===== config.mk =====
export PLATFORM = sky130hd
export DESIGN_NAME = centroid_calc
export DESIGN_NICKNAME = d
export VERILOG_FILES = /design/src/rtl/centroid_calc.sv
export SDC_FILE = /design/constraint.sdc
export NUM_CORES = 1
export LEC_CHECK = 0
export ABC_AREA = 1
export ABC_CLOCK_PERIOD_IN_PS = 1900
export BUFFER_PORTS_ARGS = -buffer_cell sky130_fd_sc_hd__buf_2
export CAP_MARGIN = 0
export CORE_MARGIN = 2
export CORE_UTILIZATION = 48
export CTS_CLUSTER_DIAMETER = 200
export DETAILED_ROUTE_END_ITERATION = 16
export PLACE_DENSITY_LB_ADDON = 0.25
export SYNTH_ARGS = -nofsm -noshare
export SYNTH_HDL_FRONTEND = slang
export SYNTH_SLANG_ARGS = --single-unit

===== constraint.sdc =====
create_clock -name clk -period 1.9 [get_ports clk]
set_input_delay 0.285 -clock clk [delete_from_list [all_inputs] [get_ports clk]]
set_output_delay 0.285 -clock clk [all_outputs]
set_load 0.05 [all_outputs]

===== src/rtl/centroid_calc.sv =====
// rtl/centroid_calc.sv - blob centroid sequencer with one shared restoring divider
//
// Runs one accumulator pass per accepted frame_start, captures the accumulator
// totals, divides p_x and p_y by p_size (quotient floor, saturated to X_MAX /
// Y_MAX) and holds the result on a valid/ready output.
// Fixed latency: out_valid rises 49 edges after the edge that samples acc_done.
//
// Optional feature macro: CENTROID_SMOOTH_EN
//   defined   : cx/cy = (prev + new + 1) >> 1 when this result and the last
//               transferred result both have found=1
//   undefined : raw saturated quotient, no history registers
//
// Ports:
//   clk          in   system clock, rising edge
//   rst_n        in   asynchronous active-low reset
//   frame_start  in   request one pass (IDLE only)
//   run_acc      out  registered accumulator enable
//   acc_done     in   accumulator finished, p_* valid while high
//   p_size       in   [15:0] scaled pixel count
//   p_x          in   [24:0] scaled x sum
//   p_y          in   [23:0] scaled y sum
//   out_valid    out  result valid, held until out_ready
//   out_ready    in   consumer accepts result
//   cx           out  [9:0] centroid x
//   cy           out  [8:0] centroid y
//   found        out  blob meets MIN_SIZE
//   busy         out  state != IDLE
module centroid_calc #(
  parameter logic [15:0] MIN_SIZE = 16'd4,
  parameter logic [9:0]  X_MAX    = 10'd639,
  parameter logic [8:0]  Y_MAX    = 9'd479
) (
  input  logic        clk,
  input  logic        rst_n,
  input  logic        frame_start,
  output logic        run_acc,
  input  logic        acc_done,
  input  logic [15:0] p_size,
  input  logic [24:0] p_x,
  input  logic [23:0] p_y,
  output logic        out_valid,
  input  logic        out_ready,
  output logic [9:0]  cx,
  output logic [8:0]  cy,
  output logic        found,
  output logic        busy
);

  typedef enum logic [2:0] {
    S_IDLE,
    S_ACC,
    S_DIV_X,
    S_DIV_Y,
    S_OUT
  } state_t;

  state_t state, state_nxt;

  logic [15:0] size_q;
  logic [23:0] py_q;
  // Dividend bits leave at the MSB while quotient bits enter at the LSB, so
  // after the last step this register holds the quotient.
  logic [24:0] dq;
  logic [25:0] rem;
  logic [4:0]  cnt;
  logic [9:0]  cx_sat;   // saturated x quotient, parked while y divides

  logic [26:0] rem_shift;
  logic [25:0] rem_sub;
  logic [25:0] rem_next;
  logic        q_bit;
  logic [24:0] qx_final;
  logic [23:0] qy_final;
  logic [9:0]  cx_raw;
  logic [8:0]  cy_raw;
  logic [9:0]  cx_new;
  logic [8:0]  cy_new;
  logic        size_ok;

  // One restoring step per edge.
  always_comb begin
    rem_shift = {rem, dq[24]};
    rem_sub   = rem_shift[25:0] - {10'd0, size_q};
    q_bit     = (rem_shift >= {11'd0, size_q});
    rem_next  = q_bit ? rem_sub : rem_shift[25:0];
  end

  always_comb begin
    qx_final = {dq[23:0], q_bit};
    // y dividend was loaded as {p_y, 0}; after 23 steps the low 23 bits are quotient
    qy_final = {dq[22:0], q_bit};
    cx_raw   = (qx_final > {15'd0, X_MAX}) ? X_MAX : qx_final[9:0];
    cy_raw   = (qy_final > {15'd0, Y_MAX}) ? Y_MAX : qy_final[8:0];
    // a zero size is rejected even when MIN_SIZE is 0
    size_ok  = (size_q != 16'd0) && (size_q >= MIN_SIZE);
  end

`ifdef CENTROID_SMOOTH_EN
  logic        hist_valid;
  logic [9:0]  hist_cx;
  logic [8:0]  hist_cy;
  logic [10:0] sum_x;
  logic [9:0]  sum_y;

  always_comb begin
    sum_x = {1'b0, hist_cx} + {1'b0, cx_sat} + 11'd1;
    sum_y = {1'b0, hist_cy} + {1'b0, cy_raw} + 10'd1;
    if (size_ok && hist_valid) begin
      cx_new = sum_x[10:1];
      cy_new = sum_y[9:1];
    end else begin
      cx_new = cx_sat;
      cy_new = cy_raw;
    end
  end

  // History follows the transferred result; a found=0 transfer invalidates it.
  always_ff @(posedge clk or negedge rst_n) begin
    if (!rst_n) begin
      hist_valid <= 1'b0;
      hist_cx    <= 10'd0;
      hist_cy    <= 9'd0;
    end else if (state == S_OUT && out_ready) begin
      hist_valid <= found;
      hist_cx    <= cx;
      hist_cy    <= cy;
    end
  end
`else
  always_comb begin
    cx_new = cx_sat;
    cy_new = cy_raw;
  end
`endif

  always_comb begin
    state_nxt = state;
    case (state)
      S_IDLE:  if (frame_start)    state_nxt = S_ACC;
      S_ACC:   if (acc_done)       state_nxt = S_DIV_X;
      S_DIV_X: if (cnt == 5'd24)   state_nxt = S_DIV_Y;
      S_DIV_Y: if (cnt == 5'd23)   state_nxt = S_OUT;
      S_OUT:   if (out_ready)      state_nxt = S_IDLE;
      default:                     state_nxt = S_IDLE;
    endcase
  end

  always_ff @(posedge clk or negedge rst_n) begin
    if (!rst_n) state <= S_IDLE;
    else        state <= state_nxt;
  end

  always_ff @(posedge clk or negedge rst_n) begin
    if (!rst_n) begin
      run_acc   <= 1'b0;
      out_valid <= 1'b0;
      found     <= 1'b0;
      cx        <= 10'd0;
      cy        <= 9'd0;
      size_q    <= 16'd0;
      py_q      <= 24'd0;
      dq        <= 25'd0;
      rem       <= 26'd0;
      cnt       <= 5'd0;
      cx_sat    <= 10'd0;
    end else begin
      case (state)
        S_IDLE: begin
          if (frame_start) run_acc <= 1'b1;
        end
        S_ACC: begin
          if (acc_done) begin
            run_acc <= 1'b0;
            size_q  <= p_size;
            py_q    <= p_y;
            dq      <= p_x;
            rem     <= 26'd0;
            cnt     <= 5'd0;
          end
        end
        S_DIV_X: begin
          if (cnt == 5'd24) begin
            cx_sat <= cx_raw;
            dq     <= {py_q, 1'b0};
            rem    <= 26'd0;
            cnt    <= 5'd0;
          end else begin
            dq  <= {dq[23:0], q_bit};
            rem <= rem_next;
            cnt <= cnt + 5'd1;
          end
        end
        S_DIV_Y: begin
          dq  <= {dq[23:0], q_bit};
          rem <= rem_next;
          cnt <= cnt + 5'd1;
          if (cnt == 5'd23) begin
            found     <= size_ok;
            cx        <= size_ok ? cx_new : 10'd0;
            cy        <= size_ok ? cy_new : 9'd0;
            out_valid <= 1'b1;
          end
        end
        S_OUT: begin
          if (out_ready) out_valid <= 1'b0;
        end
        default: begin
          run_acc   <= 1'b0;
          out_valid <= 1'b0;
        end
      endcase
    end
  end

  assign busy = (state != S_IDLE);

endmodule

==> qor.yml, run 1 <==
via_per_inst: 5.60
dp_hpwl_mm: 14.7
hp-start: "out_ready"
cts_root_buffer: "clkbuf_16"
worstRegToRegCells: 12
crit_chain: "inv_2 -> ha_4 -> nand2_2 -> nor2_2 -> nand2_2 -> nand3_4 -> nand2_4 -> nand2_8 -> buf_6 -> nand4_4 -> nand2_4 -> a21oi_1"
initial_core_util_pct: 49.2
fin_ws_ns: -0.179
die_w_um: 126
port_buffers: 92
wl_met1_mm: 9.83
vias: 7320
finalCritPeriodShare_pct: 109
worst-path-buf-inv: 2
startpoint_type: "flop"
status: "complete, but fails checks"
critPathMaxStageDelay_ns: 0.38
r2r-end: "cx_new[2]$_DFFE_PN0P_"
clock_latency_ns: 0.42
rsz0062_at_grt: "yes"
r2r-start: "size_q[9]$_DFFE_PN0P_"
grt.overflow.total: 0
max_freq_mhz: 481
routed_wl_mm: 22.9
r2r_setup_slack_ns: -0.18
ir_worst_vdd_v: 0.00117
yosys_warnings: 0
cts.sinks: 131
finalClockSkew_ns: 0.0116
drt_iter0_drc: 580
fp.coreArea_um2: 14500
drt_pass1_iterations: 5
worstPathRequired_ns: 2.20
ys_types: 45
fp.dieH_um: 126
ys_async_sr_fraction_pct: 100
track_usage_pct: 27.6
antenna_found_initial: 0
max-slew-margin-rel_pct: 55.9
synth-edff-count: 0
diodes: 0
multi_input_area_um2: 4240
area_growth_pct: 46.4
min_to: "state[2]$_DFFE_PN0P_"
syn-num-nets: 964
report.final.slew_viol_count: 0
io_pins: 93
synth_ff_type: "dfrtp_1"
drt-wirelength-per-cell_um: 17.5
crit_type: "reg2reg"
cts.path.max_buffers: 2
placed_cell_area_um2: 8700
critPathSlowestCell: "dfrtp_1"
tns_ns: -4.22
avgSynthCellArea_um2: 8.17
die-area_um2: 15900
power_density_nw_per_um2: 2060
setup_viol: 36
cp.arrival_ns: 2.38
cts_buffers: 17
tritoncts: "yes"
fin_area_um2: 10500
top_layer: "met4"
grt_first_pass_wirelength_mm: 35.3
seq_area_frac_synth_pct: 45.8
post_synth_inst_count: 875
hold_depth: 2
grt_max_degree: 80
h-tree-depth: 4
crit_fanout: 6
routabilityCongestion: 0.923
regArea_um2: 3280
route.met3.wl_mm: 1.66
synth-seq-cells: 131
hold_class: "in2reg"
final_layout_size_suffix_gt1_share_pct: 44.0
cap_violations: 0
fin_crit_ns: 2.08
worstSetupEndpointType: "flop"
first_global_vias: 7089
fp-row-count: 44
p_leak_nw: 5.04
syn_area_um2: 7150
clkTransAtPathRegs_ns: 0.06
drc: 0
hold_viol_final: 0
worstMarginPinSlew_ns: 0.655
fill_cells: 1076
violations: "setup timing"
ant_nets: 0
cp_top_family: "simple AND/OR/NAND/NOR gates"
finalNetCount: 1199
dr_wl_met2_mm: 10.8
-- layer usage --
| metal | vias up | track usage, % |
|---|---|---|
| li1 | 3405 | - |
| met1 | 3525 | 38.2 |
| met2 | 330 | 43.5 |
| met3 | 60 | 6.71 |
| met4 | 0 | 8.27 |
| met5 | - | 0 |
-- synth_stat cells (all sizes together), types with 20 or more instances --
cell	number	share of area, %
a21oi	51	3.6
a22oi	24	2.5
dfrtp	131	46
inv	87	4.6
mux2	25	3.9
nand2	214	11
nand3	40	2.9
nand4	20	1.8
nor2	104	5.8
o211ai	28	3.0
o21ai	55	3.9
-- per-stage QoR --
stage          instances  utilization [%]  power (W)  hold slack, ns  setup WS, ns
2_1_floorplan        875                -     0.0107         -0.0106        0.0115
3_3_place_gp        1243             59.9     0.0147           0.270        -0.280
3_5_place_dp        1243             59.9     0.0148           0.277        -0.336
4_1_cts             1285             67.3     0.0193          0.0638        -0.105
5_1_grt             1307             72.0     0.0228          0.0690        -0.279
6_report            1307             72.0     0.0215          0.0719        -0.179
-- state kept, by name (all words and copies together), names as in the netlist --
| signal | flops |
|---|---|
| rem | 26 |
| dq | 25 |
| state | 3 |
| found | 1 |
| cx | 10 |
| py_q | 24 |
| size_q | 16 |
| cx_new | 10 |
| run_acc | 1 |
| cnt | 5 |
| cy | 9 |
| out_valid | 1 |
-- worst max-delay path by stage --
stage / from / to / slack (ns) / depth (start not counted)
after CTS: size_q[3]$_DFFE_PN0P_ / cx_new[8]$_DFFE_PN0P_ / -0.11 / 17
after detailed placement: size_q[10]$_DFFE_PN0P_ / rem[12]$_DFFE_PN0P_ / -0.34 / 15
after global placement: size_q[8]$_DFFE_PN0P_ / rem[11]$_DFFE_PN0P_ / -0.28 / 14
final: size_q[9]$_DFFE_PN0P_ / cx_new[2]$_DFFE_PN0P_ / -0.18 / 12
after global routing: size_q[9]$_DFFE_PN0P_ / cx_new[2]$_DFFE_PN0P_ / -0.28 / 14
after floorplan: dq[24]$_DFFE_PN0P_ / rem[22]$_DFFE_PN0P_ / 0.01 / 15
-- report_power, final --
group	total [W]	switching, W	internal [W]
clock network	0.00315	0.00126	0.00190
registers	0.00486	0.000925	0.00394
logic	0.0135	0.00764	0.00589
-- kinds of logic (layout without fill, tap and decap cells) --
logic type / count (synthesis) / count (layout) / share of synthesized area [%]
flops: 131 / 131 / 45.8
compound gates: 173 / 173 / 14.7
mux: 25 / 25 / 3.94
simple gates: 396 / 397 / 23.7
buf+inv: 119 / 366 / 6.89
xor+xnor: 12 / 12 / 1.47
fa+ha+maj: 19 / 19 / 3.43
-- repair_timing --
action | in CTS | in global routing
buffers inserted | 8 | 23
resized for setup | 104 | 145
gates cloned | 1 | 1
pin swaps | 27 | 38
setup endpoints to repair | 38 | 59
hold buffers | 1 | 0
endpoints found under the hold margin | 51 | 0
-- area by class of cell --
class                           instances  area share (%)
Clock buffer                           20            4.46
Clock inverter                         12            1.02
Inverter                               87            3.33
Multi-Input combinational cell        626            40.5
Sequential cell                       131            31.3
Tap cell                              184            2.20
Timing Repair Buffer                  247            17.2
-- layout by cell type, fill, tap and decap left out, types with 3 or more instances in the layout --
cell type     n
clkbuf_8      3
o211ai_1     27
o21ai_2       7
o21ai_1      35
nand3_4       3
o21ai_0      10
nor2_1       71
nor2_4       12
a21oi_2      20
dfrtp_1     131
xnor2_1       5
buf_4       133
buf_6        12
a22oi_1      24
inv_1        55
ha_4         16
buf_2        91
nor2_2       21
a21oi_4       4
nor4_1        4
nand3_2       8
nand2_2      30
o21ai_4       3
mux2_2       25
nand2_4      13
nand3_1      29
a21oi_1      27
nand4_1      19
nand2_1     170
clkinvlp_4    4
clkinv_2      4
nor3_1        3
xor2_1        5
inv_2        28
buf_12        8
clkbuf_16    18
No activity file was read; power rests on OpenSTA's default activity.
==> inputs of run 2 (changes only) <==
Settings changed: ABC_AREA 1 to default, CAP_MARGIN 0 to 15, CTS_CLUSTER_SIZE from default to 8.
==> run 2 against run 1 <==
The run still ends with setup timing left. Clock skew barely moved. Fmax shrank 15%. Clock power grew 8.6%. Worst setup slack worse by 0.36 ns. Synthesized cell count down 16%. Power shrank 3.5%. Sequential cell count unchanged. Wire length fell by 8.7%. Global-route usage fell by 0.74 points. Final area shrank 4.2%. Largest power group unchanged. Non-clock buffer count increased by 6.
==> qor.yml, run 2 <==
power_w: 0.0208  # -3.5%
max_freq_mhz: 409  # -15%
worstMarginPinSlew_ns: 0.529  # -0.126 ns
initial_core_util_pct: 49.0  # -0.17 points
setup_viol: 36  # unchanged
crit_path_end: "rem[7]$_DFFE_PN0P_"
synthAdderAreaFrac_pct: 3.60  # +0.17 points
ys_async_sr_fraction_pct: 100  # unchanged
post_synth_inst_count: 731  # -16%
p_leak_nw: 4.43  # -12%
synth-seq-cells: 131  # unchanged
cap_violations: 0  # unchanged
avgSynthCellArea_um2: 9.31  # +14%
ys_types: 60  # +33%
r2r-end: "rem[7]$_DFFE_PN0P_"
worstSetupEndpointType: "flop"
dr_wl_met2_mm: 10.3  # -4.2%
drt_pass1_iterations: 6  # +1
fp-row-count: 43  # -2.3%
max-slew-margin-rel_pct: 64.7  # +8.8 points
violations: "setup timing"
place_worst_setup_slack_ns: -0.632  # -0.296 ns
syn_area_um2: 6810  # -4.8%
synth.top_cell.area_share_pct: 48.2  # +2.3 points
io_pins: 93  # unchanged
synth_compound_area_share_pct: 19.0  # +4.3 points
status: "complete, but fails checks"
yosys.area.top_type: "dfrtp_1"
wl_met1_mm: 8.91  # -9.4%
synth_top_family_by_area: "compound AO/OA/AOI/OAI gates"
top_layer: "met4"
final_common_cell: "buf_4"
ant_nets: 0  # unchanged
die-area_um2: 15100  # -4.7%
synthTopCellsByArea: "dfrtp_1, nand2_1, o21ai_0"
cts_root_buffer: "clkbuf_16"
yosys_warnings: 0  # unchanged
cts_buffers: 17  # unchanged
clkTransAtPathRegs_ns: 0.06  # about the same
drc: 0  # unchanged
fp.dieH_um: 123  # -2.4%
multi_input_area_um2: 3970  # -6.3%
r2r-start: "rem[19]$_DFFE_PN0P_"
yosysMostFrequentCell: "nand2_1"
seq_area_frac_synth_pct: 48.2  # +2.3 points
finalNetCount: 1048  # -13%
synth-edff-count: 0  # unchanged
startpoint: "rem[19]$_DFFE_PN0P_"
tritoncts: "yes"
regArea_um2: 3280  # unchanged
fill_cells: 955  # -11%
grt.overflow.total: 0  # unchanged
regMostFlops: "rem"
die_w_um: 123  # -2.4%
via_per_inst: 5.71  # +1.9%
r2r_setup_slack_ns: -0.54  # -0.36 ns
fin_ws_ns: -0.544  # -0.365 ns
final_layout_size_suffix_gt1_share_pct: 43.7  # -0.27 points
cp.arrival_ns: 2.79  # +0.41 ns
largest_reg_flops: 26  # unchanged
worstPathRequired_ns: 2.25  # +0.05 ns
cts.path.max_buffers: 2  # unchanged
hold_viol_final: 0  # unchanged
vias: 6573  # -10%
startpoint_type: "flop"
syn-num-nets: 820  # -15%
track_usage_pct: 26.9  # -0.74 points
synth_commonest_cells: "nand2_1, dfrtp_1, o21ai_0"
power_density_nw_per_um2: 2070  # +0.64%
crit_type: "reg2reg"
report.final.slew_viol_count: 0  # unchanged
h-tree-depth: 4  # unchanged
rsz0062_at_grt: "yes"
worstRegToRegCells: 10  # -2
hold_class: "in2reg"
synth_mux_area_share_pct: 5.33  # +1.4 points
synth_ff_type: "dfrtp_1"
area_growth_pct: 47.4
routed_wl_mm: 20.9  # -8.7%
drt-wirelength-per-cell_um: 18.2  # +3.6%
dp_hpwl_mm: 13.4  # -9.1%
antenna_found_initial: 0  # unchanged
fin_crit_ns: 2.44  # +0.365 ns
finalCritPeriodShare_pct: 129  # +19 points
cts.sinks: 131  # unchanged
synthXorXnorAreaFrac_pct: 2.44  # +0.98 points
top_regs: "rem x26, dq x25, py_q x24"
first_global_vias: 6442  # -9.1%
fp.coreArea_um2: 13900  # -4.5%
port_buffers: 92  # unchanged
ir_worst_vdd_v: 0.00120  # +2.3%
clock_latency_ns: 0.42  # about the same
grt_first_pass_wirelength_mm: 31.6  # -11%
crit_fanout: 7  # +1
finalClockSkew_ns: 0.0116  # -0.0000113 ns
routabilityCongestion: 0.958  # +3.8%
grt_max_degree: 44  # -45%
diodes: 0  # unchanged
route.met3.wl_mm: 1.14  # -31%
drt_iter0_drc: 593  # +2.2%
final_cell_mix: "buf_4, nand2_1, dfrtp_1"
synth-simple-area-share_pct: 17.3  # -6.4 points
run 2: final cells by class:
class,instances,share of cell area (%)
Multi-Input combinational cell,530,39.6
Sequential cell,131,32.7
Timing Repair Buffer,253,18.4
Clock buffer,18,4.38
Tap cell,180,2.24
Clock inverter,14,1.77
Inverter,26,0.973
run 2: repair_timing:
action	in CTS	in global routing
cloned	1	1
gates resized for setup	82	93
hold buffers	1	0
endpoints found under the hold margin	31	0
setup endpoints to repair	41	58
pin swaps	29	45
buffers inserted	13	19
run 2: how the worst min path moves through the flow:
stage / start / endpoint / slack (ns) / depth (start not counted)
final: p_size[3] / size_q[3]$_DFFE_PN0P_ / 0.07 / 3
after global routing: p_y[13] / py_q[13]$_DFFE_PN0P_ / 0.08 / 2
after CTS: p_size[3] / size_q[3]$_DFFE_PN0P_ / 0.05 / 3
after detailed placement: rst_n / rem[19]$_DFFE_PN0P_ / 0.30 / 1
after global placement: rst_n / rem[19]$_DFFE_PN0P_ / 0.30 / 1
after floorplan: rst_n / cnt[0]$_DFFE_PN0P_ / -0.01 / 0
run 2: power breakdown:
part / switching (W) / leakage, nW / internal, W / total [W]
clock: 0.00131 / 0.295 / 0.00211 / 0.00342
sequential: 0.000899 / 1.57 / 0.00402 / 0.00492
combinational: 0.00643 / 2.57 / 0.00601 / 0.0124
run 2: layer usage:
metal | up-vias | global-route usage (%)
met4 | 0 | 9.52
met3 | 51 | 5.67
met1 | 3218 | 35.6
li1 | 3072 | -
met5 | - | 0
met2 | 232 | 43.9
run 2: cell families (layout without fill, tap and decap cells):
family,after synthesis,in the layout
simple gates,250,250
compound gates,209,209
flops,131,131
buf+inv,70,311
mux,33,33
fa+ha+maj,19,19
xor+xnor,19,19
run 2: critical path, cell delays in order, from the launching register on:
cell,delay [ns]
dfrtp_1,0.37
or4_1,0.55
or3_4,0.37
a21oi_4,0.17
o211a_4,0.26
buf_4,0.13
buf_6,0.10
buf_16,0.13
nand2_4,0.04
o21ai_2,0.08
a22o_1,0.18
run 2: per-stage QoR:
step / hold slack, ns / instances / util (%) / TNS, ns / instance area (um^2)
2_1_floorplan: -0.0106 / 731 / - / -6.63 / 6900
3_5_place_dp: 0.302 / 1089 / 60.6 / -15.54 / 8410
6_report: 0.0678 / 1152 / 72.3 / -12.80 / 10000
4_1_cts: 0.0542 / 1135 / 68.5 / -11.54 / 9510
3_3_place_gp: 0.298 / 1089 / 60.6 / -13.19 / 8410
5_1_grt: 0.0756 / 1152 / 72.3 / -16.32 / 10000
